==> config.mk <==
export PLATFORM = sky130hd
export DESIGN_NAME = booth_mul_seq
export DESIGN_NICKNAME = d
export VERILOG_FILES = /design/src/rtl/booth_mul_seq_pkg.sv /design/src/rtl/booth_mul_seq_rca_add_sub.sv /design/src/rtl/booth_mul_seq.sv
export SDC_FILE = /design/constraint.sdc
export NUM_CORES = 1
export LEC_CHECK = 0
export ABC_CLOCK_PERIOD_IN_PS = 12100
export CORE_MARGIN = 2
export CORE_UTILIZATION = 30
export DETAILED_ROUTE_END_ITERATION = 8
export PLACE_DENSITY_LB_ADDON = 0.15
export SLEW_MARGIN = 5
export SYNTH_ARGS = -nofsm -noshare
export SYNTH_HDL_FRONTEND = slang
export SYNTH_SLANG_ARGS = --single-unit
==> constraint.sdc <==
create_clock -name clk -period 12.1 [get_ports clk]
set_input_delay 1.21 -clock clk [delete_from_list [all_inputs] [get_ports clk]]
set_output_delay 1.21 -clock clk [all_outputs]
set_load 0.05 [all_outputs]
==> src/rtl/booth_mul_seq_pkg.sv <==
// Shared definitions for the sequential Booth multiplier: FSM states,
// Booth recoding operations and the recoding decode helper.
package booth_mul_seq_pkg;

   typedef enum logic [1:0] {
      ST_IDLE = 2'd0,
      ST_CALC = 2'd1,
      ST_DONE = 2'd2
   } state_e;

   typedef enum logic [1:0] {
      BOOTH_NOP = 2'd0,
      BOOTH_ADD = 2'd1,
      BOOTH_SUB = 2'd2
   } booth_op_e;

   // Radix-2 Booth recoding of the pair {Q[0], q_1}.
   function automatic booth_op_e booth_decode(input logic q0, input logic q_1);
      booth_op_e op;
      case ({q0, q_1})
         2'b01:   op = BOOTH_ADD;
         2'b10:   op = BOOTH_SUB;
         default: op = BOOTH_NOP;
      endcase
      return op;
   endfunction

endpackage

==> src/rtl/booth_mul_seq_rca_add_sub.sv <==
// Ripple-carry adder/subtractor: s = a + b + cin when con=0,
// s = a + ~b + 1 when con=1 (cin is overridden by con).
module rca_add_sub #(
   parameter int n = 8
) (
   input  logic [n-1:0] a,
   input  logic [n-1:0] b,
   input  logic         cin,
   input  logic         con,
   output logic [n-1:0] s,
   output logic         cout
);

   logic [n:0]   c;
   logic [n-1:0] bx;

   assign bx   = b ^ {n{con}};
   assign c[0] = cin | con;

   for (genvar i = 0; i < n; i++) begin : g_fa
      assign s[i]   = a[i] ^ bx[i] ^ c[i];
      assign c[i+1] = (a[i] & bx[i]) | (c[i] & (a[i] ^ bx[i]));
   end

   assign cout = c[n];

endmodule

==> src/rtl/booth_mul_seq.sv <==
// Sequential radix-2 Booth signed multiplier: N iterations through one
// shared (N+1)-bit add/sub unit, then a one-cycle done pulse.
module booth_mul_seq
   import booth_mul_seq_pkg::*;
#(
   parameter int N = 8
) (
   input  logic           clk,
   input  logic           rst_n,
   input  logic           start,
   input  logic [N-1:0]   multiplicand,
   input  logic [N-1:0]   multiplier,
   output logic           ready,
   output logic           busy,
   output logic           done,
   output logic [2*N-1:0] product
);

   localparam int CW = $clog2(N + 1);

   state_e           state_q, state_d;
   logic [N:0]       a_q, a_d;
   logic [N:0]       m_q, m_d;
   logic [N-1:0]     q_q, q_d;
   logic             q1_q, q1_d;
   logic [CW-1:0]    cnt_q, cnt_d;
   logic [2*N-1:0]   product_q, product_d;
   logic             done_q, done_d;

   booth_op_e        op;
   logic             add_con;
   logic [N:0]       add_s;
   logic             add_cout_unused;
   logic [N:0]       s;
   logic [N:0]       a_shift;
   logic [N-1:0]     q_shift;

   rca_add_sub #(.n(N + 1)) u_addsub (
      .a    (a_q),
      .b    (m_q),
      .cin  (1'b0),
      .con  (add_con),
      .s    (add_s),
      .cout (add_cout_unused)
   );

   always_comb begin
      op      = booth_decode(q_q[0], q1_q);
      add_con = (op == BOOTH_SUB);
      s       = (op == BOOTH_NOP) ? a_q : add_s;
      a_shift = {s[N], s[N:1]};
      q_shift = {s[0], q_q[N-1:1]};
   end

   always_comb begin
      state_d   = state_q;
      a_d       = a_q;
      m_d       = m_q;
      q_d       = q_q;
      q1_d      = q1_q;
      cnt_d     = cnt_q;
      product_d = product_q;
      done_d    = 1'b0;
      case (state_q)
         ST_IDLE, ST_DONE: begin
            if (start) begin
               state_d = ST_CALC;
               m_d     = {multiplicand[N-1], multiplicand};
               a_d     = '0;
               q_d     = multiplier;
               q1_d    = 1'b0;
               cnt_d   = CW'(N);
            end else begin
               state_d = ST_IDLE;
            end
         end
         ST_CALC: begin
            a_d   = a_shift;
            q_d   = q_shift;
            q1_d  = q_q[0];
            cnt_d = cnt_q - CW'(1);
            // Product is taken from the post-shift values of the final iteration.
            if (cnt_q == CW'(1)) begin
               state_d   = ST_DONE;
               done_d    = 1'b1;
               product_d = {a_shift[N-1:0], q_shift};
            end
         end
         default: state_d = ST_IDLE;
      endcase
   end

   always_ff @(posedge clk or negedge rst_n) begin
      if (!rst_n) begin
         state_q   <= ST_IDLE;
         a_q       <= '0;
         m_q       <= '0;
         q_q       <= '0;
         q1_q      <= 1'b0;
         cnt_q     <= '0;
         product_q <= '0;
         done_q    <= 1'b0;
      end else begin
         state_q   <= state_d;
         a_q       <= a_d;
         m_q       <= m_d;
         q_q       <= q_d;
         q1_q      <= q1_d;
         cnt_q     <= cnt_d;
         product_q <= product_d;
         done_q    <= done_d;
      end
   end

   assign ready   = (state_q != ST_CALC);
   assign busy    = (state_q == ST_CALC);
   assign done    = done_q;
   assign product = product_q;

endmodule

==> flow_summary.ini, run 1 <==
[run_status]
status = finished clean

[layout]
diodes = 0
final_area_um2 = 2810
fin_util_pct = 38.7
final_cell_mix = dfrtp_1, clkdlybuf4s50_1, nand2_1
drive_above_1_share_pct = 11.2
area_growth_pct = 24.8
layout_commonest_cell = dfrtp_1
num-nets-final = 261

[grt]
grt_start_max_net_pins = 49
grt_pass1_vias = 1568
antenna_found_initial = 0
grtUsageTotal_pct = 12.5
grt_pass1_wl_um = 8060
grt_overflow = 0

[sta]
max_clock_freq_mhz = 243
rsz0062_at_grt = false
finalCritPeriodShare_pct = 34.0
setup-violations-final = 0
max-slew-margin-rel_pct = 42.2
drv_slew = 0
worst_pin_slew_ns = 0.867
layout_setup_ws_ns = 7.99
hold_viol = 0
fin_setup_tns_ns = 0
fin_worst_skew_ns = 0.0115
layout_min_cycle_time_ns = 4.11

[critical_path]
endpoint_kind = flop
cp.depth = 12
worstReg2RegStart = q_q[0]
path_cells = ha_1, mux2_2, fa_1, fa_1, fa_1, fa_1, fa_1, inv_1, fa_1, fa_1, mux2i_1, mux2_2
cp.required_ns = 12.34
slowest_stage = fa_1
worstReg2RegEnd = product[14]
worst-r2r-setup-slack_ns = 7.99
cpPeakStageDelay_ns = 0.42
arrival_ns = 4.36
start_kind = flop
critPathBufInv = 1
startpoint = q_q[0]
crit_type = flop to flop
cp_common_cell = fa_1
crit_end = product[14]
crit_fanout = 8
critPathTopFamily = adder cells
r2r_cells = 12

[synthesis]
syn_area_um2 = 2250
yosysTopAreaCell = dfrtp_1
synth_edf_count = 0
ys.flop_type = dfrtp_1
ys_top_cells_by_area = dfrtp_1, fa_1, nand2_1
yosysSeqAreaShare_pct = 53.4
syn_area_per_cell_um2 = 11.6
synthCells = 194
synthArstFlopShare_pct = 100
synth_nets = 224
ys_warn_count = 0
ys_ff_latch = 48
ys_types = 30
synth_top_area_share_pct = 53.4

[cts]
hold_buffers = 0
cts_resized = 0
htreeDepth = 2
numCtsBuffers = 5
clock_latency_ns = 0.30
cts_root_buffer = clkbuf_8
post_cts_buffers = 0
clock-sinks = 48
cts_buffer_depth = 2
cts_tree = done
clkTransAtPathRegs_ns = 0.09

[die]
die-area_um2 = 8210
die_h_um = 90.6
rows = 31
boundaryPins = 38
core_area_um2 = 7250
die_w_um = 90.6
initial_core_util_pct = 31.0

[place]
place_hpwl_um = 3250
port_buffers = 37
place.gp.congestion = 0.704
dp_slack_ns = 7.98
place_area_um2 = 2720

[detailed_routing]
routedWlPerCell_um = 14.5
drt.antenna.violating_nets = 0
viasPerCell = 4.61
wl_um = 4820
dr.pass1.iters = 4
vias = 1525
drtIter0Drc = 60
post-route-drc-count = 0

[min_path]
min_path_type = flop to flop

[run]
maxCapViolations = 0
[logic make-up (layout without fill, tap and decap cells)]
logic type,Yosys count,count (layout),synth area share (%)
XOR/XNOR,8,8,3.11
buffers and inverters,20,58,4.00
flip-flops,48,48,53.4
adder cells (fa/ha/maj),11,11,8.78
multiplexers,18,18,8.62
AND/OR/NAND/NOR,53,53,11.3
AO/OA/AOI/OAI,36,36,10.8
[state kept, by name, indices dropped and copies added, names as in the netlist]
signal	count
done	1
a_q	8
m_q	8
q1_q	1
product	16
q_q	8
cnt_q	4
state_q	2
[per-stage QoR]
step | cells | hold WS [ns]
4_1_cts | 331 | 0.515
3_3_place_gp | 323 | 0.486
3_5_place_dp | 323 | 0.493
2_1_floorplan | 194 | 0.465
6_report | 331 | 0.506
5_1_grt | 331 | 0.529
[area by class of cell]
type                            instances  area (um2)
Clock buffer                            7        86.3
Clock inverter                          1        7.51
Fill cell                             733        4440
Inverter                               10        42.5
Multi-Input combinational cell        126         960
Sequential cell                        48        1200
Tap cell                               99         124
Timing Repair Buffer                   40         388
[synth_stat cells, drive strengths merged (2+ instances only)]
cell type,n
mux2i,7
dfrtp,48
inv,10
nand2b,4
a31oi,2
buf,10
o2bb2ai,6
nand3,9
fa,8
a22oi,7
mux2,11
xnor2,2
o21ai,4
a22o,3
nand2,34
a21oi,11
ha,3
xor2,6
[routing by layer]
layer	wire length, um	share of wire (%)	up-vias	track usage, %
met2	2330	48	19	20.0
met1	2340	49	770	17.1
met5	0	0	-	0
met4	38	0.79	0	3.85
met3	100	2.1	2	2.50
li1	-	-	734	-
[worst min-delay path, delay by kind of cell, from the launching register on]
| kind | cells | cell delay, ns |
|---|---|---|
| flip-flops | 1 | 0.37 |
| AND/OR/NAND/NOR | 2 | 0.12 |
[worst min-delay path by stage]
stage	slack (ns)	startpoint	cells past startpoint	end
after detailed placement	0.49	product[1]	1	product[1]
final	0.51	m_q[7]	2	m_q[7]
after global placement	0.49	q1_q	1	q1_q
after CTS	0.51	m_q[7]	2	m_q[7]
after global routing	0.53	product[3]	1	product[3]
after floorplan	0.47	m_q[1]	2	m_q[1]
Power of run 1 is left out: the tool's default activity adds up to more than one toggle a clock period on the data nets, which glitch-free logic cannot reach.
==> inputs of run 2 (changes only) <==
ABC_CLOCK_PERIOD_IN_PS = 3930   (was 12100)
clock period = 3.93 ns   (was 12.1 ns; I/O delays follow)
==> flow_summary.ini, run 2 (synthesis gave the netlist of run 1 again) <==
[detailed_routing]
wl_um = 4900
drt.antenna.violating_nets = 0
post-route-drc-count = 0
routedWlPerCell_um = 14.6
dr.pass1.iters = 4
dr_wl_met2_um = 2310
top_layer = met4
wl_met3_um = 85
vias = 1536
drtIter0Drc = 69
wl_met1_um = 2450
viasPerCell = 4.59

[die]
die_w_um = 90.6
boundaryPins = 38
die-area_um2 = 8210
core_area_um2 = 7250
die_h_um = 90.6
rows = 31
initial_core_util_pct = 31.0

[critical_path]
critPathBufInv = 1
cp_common_cell = fa_2
critPathTopFamily = adder cells
crit_fanout = 3
path_cells = ha_2, mux2_2, fa_2, fa_2, fa_2, fa_2, fa_1, inv_2, fa_2, fa_1, mux2i_1, mux2_4
arrival_ns = 3.97
cpPeakStageDelay_ns = 0.40
slowest_stage = dfrtp_1
endpoint_kind = flop
crit_type = flop to flop
start_kind = flop
cp.required_ns = 4.17

[sta]
fin_worst_skew_ns = 0.0112
layout_min_cycle_time_ns = 3.73
hold_viol = 0
setup-violations-final = 0
drv_slew = 0
max-slew-margin-rel_pct = 45.4
worst_pin_slew_ns = 0.820
max_clock_freq_mhz = 268
rsz0062_at_grt = false
finalCritPeriodShare_pct = 94.9

[layout]
num-nets-final = 265
final_area_um2 = 2860
area_growth_pct = 26.9
fillers = 734
diodes = 0
multiInputGateArea_um2 = 978
regArea_um2 = 1200
fin_util_pct = 39.4
drive_above_1_share_pct = 16.1
largest_reg_flops = 16
final_cell_mix = dfrtp_1, clkdlybuf4s50_1, nand2_1
layout_commonest_cell = dfrtp_1

[place]
place_hpwl_um = 3290
port_buffers = 37
place.gp.congestion = 0.751
place_area_um2 = 2730

[cts]
htreeDepth = 2
clock-sinks = 48
clkTransAtPathRegs_ns = 0.09
clock_latency_ns = 0.30
numCtsBuffers = 5
cts_tree = done
cts_root_buffer = clkbuf_8
cts_buffer_depth = 2

[grt]
grt_pass1_vias = 1608
grt_start_max_net_pins = 49
antenna_found_initial = 0
grtUsageTotal_pct = 12.7
grt_pass1_wl_um = 8210
grt_overflow = 0

[run]
maxCapViolations = 0

[min_path]
min_path_type = primary input to asynchronous set/reset pin

[run_status]
status = finished clean
## run 2: area by class of cell
type,count,share of cell area [%]
sequential,48,42.0
multi-input combinational,126,34.3
timing repair buffer,44,14.6
tap,99,4.34
clock buffer,6,2.89
inverter,10,1.49
clock inverter,2,0.350
## run 2: worst reg2reg max path: stages (launching register included)
cell and delay (ns):
dfrtp_1 0.40, ha_2 0.21, mux2_2 0.27, fa_2 0.34, fa_2 0.35, fa_2 0.34
fa_2 0.34, fa_1 0.38, inv_2 0.07, fa_2 0.21, fa_1 0.40, mux2i_1 0.18
mux2_4 0.17
## run 2: final timing paths
check                       start          end  slack (ns)  cells after the start
max                        q_q[0]  product[14]        0.20                     12
min                         rst_n       m_q[4]        0.17                      2
max reg2reg                q_q[0]  product[14]        0.20                     12
min reg2reg                m_q[1]       m_q[1]        0.50                      2
max in group asynchronous   rst_n       q_q[6]        3.32                      2
min in group clk           m_q[1]       m_q[1]        0.50                      2
## run 2: layer usage
| layer | GRT usage [%] | vias to the layer above |
|---|---|---|
| met1 | 18.7 | 777 |
| li1 | - | 736 |
| met4 | 3.46 | 0 |
| met2 | 19.0 | 19 |
| met3 | 2.50 | 4 |
| met5 | 0 | - |
## run 2: metrics by stage
step	hold WS (ns)	worst slack, ns	TNS (ns)	std cells
6_report	0.174	0.200	0	335
5_1_grt	0.240	0.0234	0	335
4_1_cts	0.213	0.0128	0	334
3_5_place_dp	0.487	-0.0321	-0.0511	325
3_3_place_gp	0.486	0.0464	0	325
2_1_floorplan	0.0974	0.00625	0	194
## run 2: timing repair
| action | 4_1_cts | 5_1_grt |
|---|---|---|
| resized for setup | 2 | 6 |
| setup buffers | 1 | 1 |
| cloned | 0 | 0 |
| hold buffers | 0 | 0 |
| setup endpoints to repair | 2 | 3 |
| pin swaps | 0 | 2 |
Power of run 2 is left out for the same reason.
==> inputs of run 3 (changes only) <==
ABC_CLOCK_PERIOD_IN_PS = not set   (was 3930)
==> results of run 3 <==
Same layout as run 2: the final DEF is identical, and so are final timing and power.
Power of run 3 is left out for the same reason.
